## config.mk

```make
export PLATFORM = sky130hd
export DESIGN_NAME = covert_ook_tx
export DESIGN_NICKNAME = d
export VERILOG_FILES = /design/src/rtl/covert_ook_tx.sv
export SDC_FILE = /design/constraint.sdc
export NUM_CORES = 1
export LEC_CHECK = 0
export CORE_AREA = 2 2 84 126
export CTS_CLUSTER_SIZE = 10
export DETAILED_ROUTE_END_ITERATION = 7
export DIE_AREA = 0 0 86 128
export PLACE_DENSITY = 0.67
export SLEW_MARGIN = 30
export SYNTH_ARGS = -nofsm -noshare
export SYNTH_HDL_FRONTEND = slang
export SYNTH_SLANG_ARGS = --single-unit
```

## constraint.sdc

```tcl
create_clock -name clk -period 3.3 [get_ports clk]
set_clock_uncertainty 0.2 [all_clocks]
set_input_delay 0.33 -clock clk [delete_from_list [all_inputs] [get_ports clk]]
set_output_delay 0.33 -clock clk [all_outputs]
set_load 0.01 [all_outputs]
```

## src/rtl/covert_ook_tx.sv

```systemverilog
// covert_ook_tx: transmit-side on-off-keyed modulator for the environment-mediated
// covert channel. Payload bytes enter through a valid/ready handshake into a small FIFO.
// Each byte is sent as one frame: PREAMBLE_BITS preamble bits, then 8 data bits MSB
// first, then GAP_CYCLES of silence. Each bit lasts BIT_CYCLES clocks.
//
// Optional feature: define COVERT_TX_MANCHESTER_EN for Manchester chips.
//   bit 1 -> high/low halves, bit 0 -> low/high halves.
// Without the macro the output is plain NRZ OOK.
//
// Ports:
//   clk        in   system clock
//   rst_n      in   asynchronous active-low reset
//   enable     in   global transmit enable (dropping it mid-frame aborts the frame)
//   tx_data    in   payload byte
//   tx_valid   in   tx_data valid
//   tx_ready   out  FIFO can accept a byte
//   antenna_en out  modulated antenna excitation enable
//   busy       out  FSM not idle
//   frame_done out  one-cycle pulse at the end of each frame's gap
//   overflow   out  sticky: tx_valid seen while tx_ready low
module covert_ook_tx #(
    parameter int unsigned BIT_CYCLES    = 1024,
    parameter logic [7:0]  PREAMBLE      = 8'hAA,
    parameter int unsigned PREAMBLE_BITS = 8,
    parameter int unsigned GAP_CYCLES    = 4096,
    parameter int unsigned FIFO_DEPTH    = 4
) (
    input  logic       clk,
    input  logic       rst_n,
    input  logic       enable,
    input  logic [7:0] tx_data,
    input  logic       tx_valid,
    output logic       tx_ready,
    output logic       antenna_en,
    output logic       busy,
    output logic       frame_done,
    output logic       overflow
);

`ifdef COVERT_TX_MANCHESTER_EN
    localparam bit Manchester = 1'b1;
`else
    localparam bit Manchester = 1'b0;
`endif

    localparam int unsigned BitW   = (BIT_CYCLES > 1) ? $clog2(BIT_CYCLES) : 1;
    localparam int unsigned GapW   = (GAP_CYCLES > 1) ? $clog2(GAP_CYCLES) : 1;
    localparam int unsigned CntW   = (BitW > GapW) ? BitW : GapW;
    localparam int unsigned PtrW   = $clog2(FIFO_DEPTH);
    localparam int unsigned CountW = $clog2(FIFO_DEPTH + 1);

    localparam logic [CntW-1:0]   BitLast    = CntW'(BIT_CYCLES - 1);
    localparam logic [CntW-1:0]   GapLast    = CntW'(GAP_CYCLES - 1);
    localparam logic [CntW-1:0]   HalfCycles = CntW'(BIT_CYCLES / 2);
    localparam logic [2:0]        PreLast    = 3'(PREAMBLE_BITS - 1);
    localparam logic [CountW-1:0] Full       = CountW'(FIFO_DEPTH);

    typedef enum logic [1:0] {StIdle, StPre, StData, StGap} state_e;

    // ---------------------------------------------------------------- FIFO
    logic [7:0]        mem [FIFO_DEPTH];
    logic [PtrW-1:0]   wr_ptr;
    logic [PtrW-1:0]   rd_ptr;
    logic [CountW-1:0] count;
    logic [CountW-1:0] count_d;
    logic              head_valid;
    logic              push;
    logic              pop;
    state_e            state;

    assign push = tx_valid && tx_ready;
    assign pop  = (state == StIdle) && enable && head_valid;

    always_comb begin
        count_d = count;
        unique case ({push, pop})
            2'b10:   count_d = count + 1'b1;
            2'b01:   count_d = count - 1'b1;
            default: count_d = count;
        endcase
    end

    always_ff @(posedge clk) begin
        if (push) begin
            mem[wr_ptr] <= tx_data;
        end
    end

    always_ff @(posedge clk or negedge rst_n) begin
        if (!rst_n) begin
            wr_ptr     <= '0;
            rd_ptr     <= '0;
            count      <= '0;
            tx_ready   <= 1'b0;
            head_valid <= 1'b0;
            overflow   <= 1'b0;
        end else begin
            if (push) begin
                wr_ptr <= wr_ptr + 1'b1;
            end
            if (pop) begin
                rd_ptr <= rd_ptr + 1'b1;
            end
            count    <= count_d;
            // Registered view of count: a pop while full cannot admit a push that cycle.
            tx_ready <= (count_d != Full);
            // FSM acts on FIFO status one cycle late: a push at edge t starts the frame at
            // t+2. Safe because the FIFO only drains from IDLE and every frame leaves IDLE
            // for at least two cycles, so this flag is fresh whenever it is consulted.
            head_valid <= (count != '0);
            if (tx_valid && !tx_ready) begin
                overflow <= 1'b1;
            end
        end
    end

    // ---------------------------------------------------------------- modulator
    logic [CntW-1:0] cyc_cnt;
    logic [2:0]      bit_cnt;
    logic [7:0]      pre_sr;
    logic [7:0]      data_sr;
    logic            cur_bit;

    assign cur_bit = (state == StPre) ? pre_sr[7] : data_sr[7];

    // Output level for a bit at a given cycle of its period; the second half inverts
    // under Manchester.
    function automatic logic chip(input logic b, input logic [CntW-1:0] cyc);
        return b ^ (Manchester && (cyc >= HalfCycles));
    endfunction

    always_ff @(posedge clk or negedge rst_n) begin
        if (!rst_n) begin
            state      <= StIdle;
            cyc_cnt    <= '0;
            bit_cnt    <= '0;
            pre_sr     <= '0;
            data_sr    <= '0;
            antenna_en <= 1'b0;
            busy       <= 1'b0;
            frame_done <= 1'b0;
        end else begin
            frame_done <= 1'b0;
            unique case (state)
                StIdle: begin
                    if (pop) begin
                        state      <= StPre;
                        busy       <= 1'b1;
                        pre_sr     <= PREAMBLE;
                        data_sr    <= mem[rd_ptr];
                        bit_cnt    <= '0;
                        cyc_cnt    <= '0;
                        antenna_en <= chip(PREAMBLE[7], '0);
                    end
                end
                StPre, StData: begin
                    if (!enable) begin
                        // Abort: drop the byte, still run a full gap.
                        state      <= StGap;
                        cyc_cnt    <= '0;
                        antenna_en <= 1'b0;
                    end else if (cyc_cnt != BitLast) begin
                        cyc_cnt    <= cyc_cnt + 1'b1;
                        antenna_en <= chip(cur_bit, cyc_cnt + 1'b1);
                    end else begin
                        cyc_cnt <= '0;
                        bit_cnt <= bit_cnt + 1'b1;
                        if (state == StPre) begin
                            if (bit_cnt == PreLast) begin
                                state      <= StData;
                                bit_cnt    <= '0;
                                antenna_en <= chip(data_sr[7], '0);
                            end else begin
                                pre_sr     <= pre_sr << 1;
                                antenna_en <= chip(pre_sr[6], '0);
                            end
                        end else begin
                            if (bit_cnt == 3'd7) begin
                                state      <= StGap;
                                antenna_en <= 1'b0;
                            end else begin
                                data_sr    <= data_sr << 1;
                                antenna_en <= chip(data_sr[6], '0);
                            end
                        end
                    end
                end
                StGap: begin
                    if (cyc_cnt == GapLast) begin
                        state      <= StIdle;
                        busy       <= 1'b0;
                        frame_done <= 1'b1;
                        cyc_cnt    <= '0;
                    end else begin
                        cyc_cnt <= cyc_cnt + 1'b1;
                    end
                end
                default: state <= StIdle;
            endcase
        end
    end

endmodule

```

==> results.md <==
* Crit. End Element: flop
* Clock buffer depth at 2
* Worst VDD drop at between 0.4 and 0.5 mV
* Tmin final at ~2.7 ns
* GRT Overall Usage at between 10% and 20%
* Hpwl dp at 5110 µm
* Final period util at between 80% and 90%
* Final Setup Violations at 0
* GP Congestion at a little under 0.8
* Die Wd at 86 µm
* Pleak at between 1.5 and 2 nW
* Hold_ws at between 0.2 and 0.3 ns
* Core area at about 10000 µm²
* DRT iter0 DRCs at 94
* Syn Nets at 345
* Slew HR at about 47%
* Initial core utilization at between 30% and 40%
* Pin count of the biggest net entering global routing at 46
* Grt ovf at 0
* CP startpoint kind: flop
* PD cells at 893 nW/µm²
* Antenna violations before repair at 0
* Tot Pwr at about 0.0039 W
* Vias/cell at between 5 and 6
* Maxcap violations at 0
* RSZ-0062 raised after global routing: no
* Hold Buf Count CTS at 1
* Cell Area, Synth at 3890 µm²
* CTS tree: done
* Async set-reset flop share out of synthesis at roughly three fifths
* Final Non-Filler Cells at ~460
* Area contributors post-synth: dfrtp_1 29%, edfxtp_1 25%, mux4_2 4.6%
* H-tree levels at 3
* Row count at 45
* Synth cell count leaders: 45 x dfrtp_1, 33 x nand2_1, 32 x edfxtp_1
* Final Max Tran Viols at 0
* Fraction of layout cells with a size suffix above 1 at around an eighth
* Sink Count at between 70 and 80
* Initial DRT Pass Iterations at 4
* Antenna-violating nets left at 0
* First-pass GRT wire length at about 13,000 µm
* Clock Latency Late Sink at between 0.3 and 0.4 ns
* ANT cells at 0
* Most common cell in the netlist: dfrtp_1
* Final WL at 7270 µm
* Netlist cell types at between 60 and 70
* Io pins at 17
* Seq/Total Area, Yosys at 53.6%
* Number of global-route vias before repair at about 2,600
* Post-synth EDFFs at 32
* Top FF cell, synth: dfrtp_1
* Root buffer cell: clkbuf_16
* Post-CTS Setup Bufs at 0
* F_max at around 380 MHz
* Layout area overhead at 13.0%
* Post-cts sizing count at 0
* Avg Inst Size Synth at 12.2 µm²
* Die ar. at roughly 11,000 µm²
* CP arrival at around 2.7 ns
* WS Path Type: reg -> reg
* Per-cell routed wire length at around 16 µm
* DRC Markers at 0
* Clock slew at reported path FFs at approximately 0.060 ns
* Layout Nets at between 300 and 400
* Hold depth at 1
* WP data required at between 3 and 4 ns
* Status: finished clean
* Clock buffer count from CTS at 9
* Placed cells at between 400 and 500
* Largest area contributor in the netlist: dfrtp_1
* I/O Buffers at 16
* Mapped Cells at between 300 and 400
* CP max FO at 11
* Reg2Reg Depth at 10
* Chip height at ~130 µm
* Yosys warnings at 0
* Synth top area share at 28.9%
* FF+latch count, synth at 77
* Worst slew pin tran at between 0.7 and 0.8 ns
* Vias at 2,548
* Setup TNS at 0 ns
* Hold Violations, Final at 0
* Hold Crit Class: reg -> reg
-- worst paths after layout --
path,from,endpoint,slack (ns)
hold / removal,overflow,overflow,0.27
hold reg to reg,overflow,overflow,0.27
setup reg to reg,state[1],tx_ready,0.65
min in group asynchronous,rst_n,state[0],0.33
max in group asynchronous,rst_n,count[1],2.16
setup / recovery,state[1],tx_ready,0.65
-- kinds of logic (layout without fill, tap and decap cells) --
logic type	count (synthesis)	in the layout	synth area share, %
xor gates and xnor gates	7	7	1.57
buffers and inverters	33	52	4.66
muxes	23	23	8.58
AOI/OAI and AO/OA	69	69	13.7
DFF	77	77	53.6
adders and majority gates	13	13	4.37
and+or+nand+nor	98	98	13.6
-- per-layer routing --
layer / wire length [µm] / up-vias / GRT usage [%]
met3: 219 / 18 / 3.48
met4: 257 / 0 / 8.22
li1: - / 1239 / -
met1: 3150 / 1251 / 17.7
met2: 3640 / 40 / 23.7
met5: 0 / - / 0
-- sequential cells by signal, indices dropped and copies added, names as in the netlist --
| name | cells |
|---|---|
| busy | 1 |
| state | 2 |
| rd_ptr | 2 |
| mem | 32 |
| bit_cnt | 3 |
| cyc_cnt | 12 |
| wr_ptr | 2 |
| antenna_en | 1 |
| head_valid | 1 |
| tx_ready | 1 |
| data_sr | 8 |
| pre_sr | 7 |
| count | 3 |
| frame_done | 1 |
| overflow | 1 |
-- cells in the final DEF, fill, tap and decap left out, types with 5 or more instances in the layout --
master	instances
mux2i_1	12
nor2_1	11
clkdlybuf4s50_1	15
dfrtp_1	45
and2_1	6
mux4_2	8
a221o_1	8
a21oi_1	8
clkbuf_16	9
inv_1	13
edfxtp_1	32
o21ai_0	7
ha_1	12
and3_1	9
buf_4	7
o2111ai_1	7
nand2_1	33
nor2b_1	9
o22ai_1	5
nand3_1	6
-- power by group --
part	internal (W)	leakage (nW)	switching [W]
clock	0.000515	0.129	0.000395
sequential	0.00125	0.840	0.000192
combinational	0.000690	0.798	0.000882
total	0.00246	1.77	0.00147
-- final cells by class --
type	instances	area (µm²)
fill	894	5570
sequential	77	2090
multi-input combinational	210	1630
clock buffer	10	229
timing repair buffer	23	213
tap	117	146
clock inverter	6	50.0
inverter	13	48.8
-- worst max-delay path, cell delays in order (launching register included) --
cell and delay (ns):
dfrtp_1 0.40, inv_1 0.11, ha_1 0.40, and3_1 0.24, ha_1 0.18, inv_1 0.06
fa_1 0.38, xor2_1 0.16, nor2_1 0.11, xor2_1 0.20, nand2_1 0.08
-- per-stage QoR --
stage	setup slack [ns]	instance area (µm²)	utilization, %
after floorplan	0.839	3890	-
after global placement	0.737	4110	41.2
after detailed placement	0.658	4110	41.2
after CTS	0.617	4400	44.1
after global routing	0.456	4400	44.1
final	0.645	4400	44.1
Note: power is estimated with default switching activity, not from simulation.
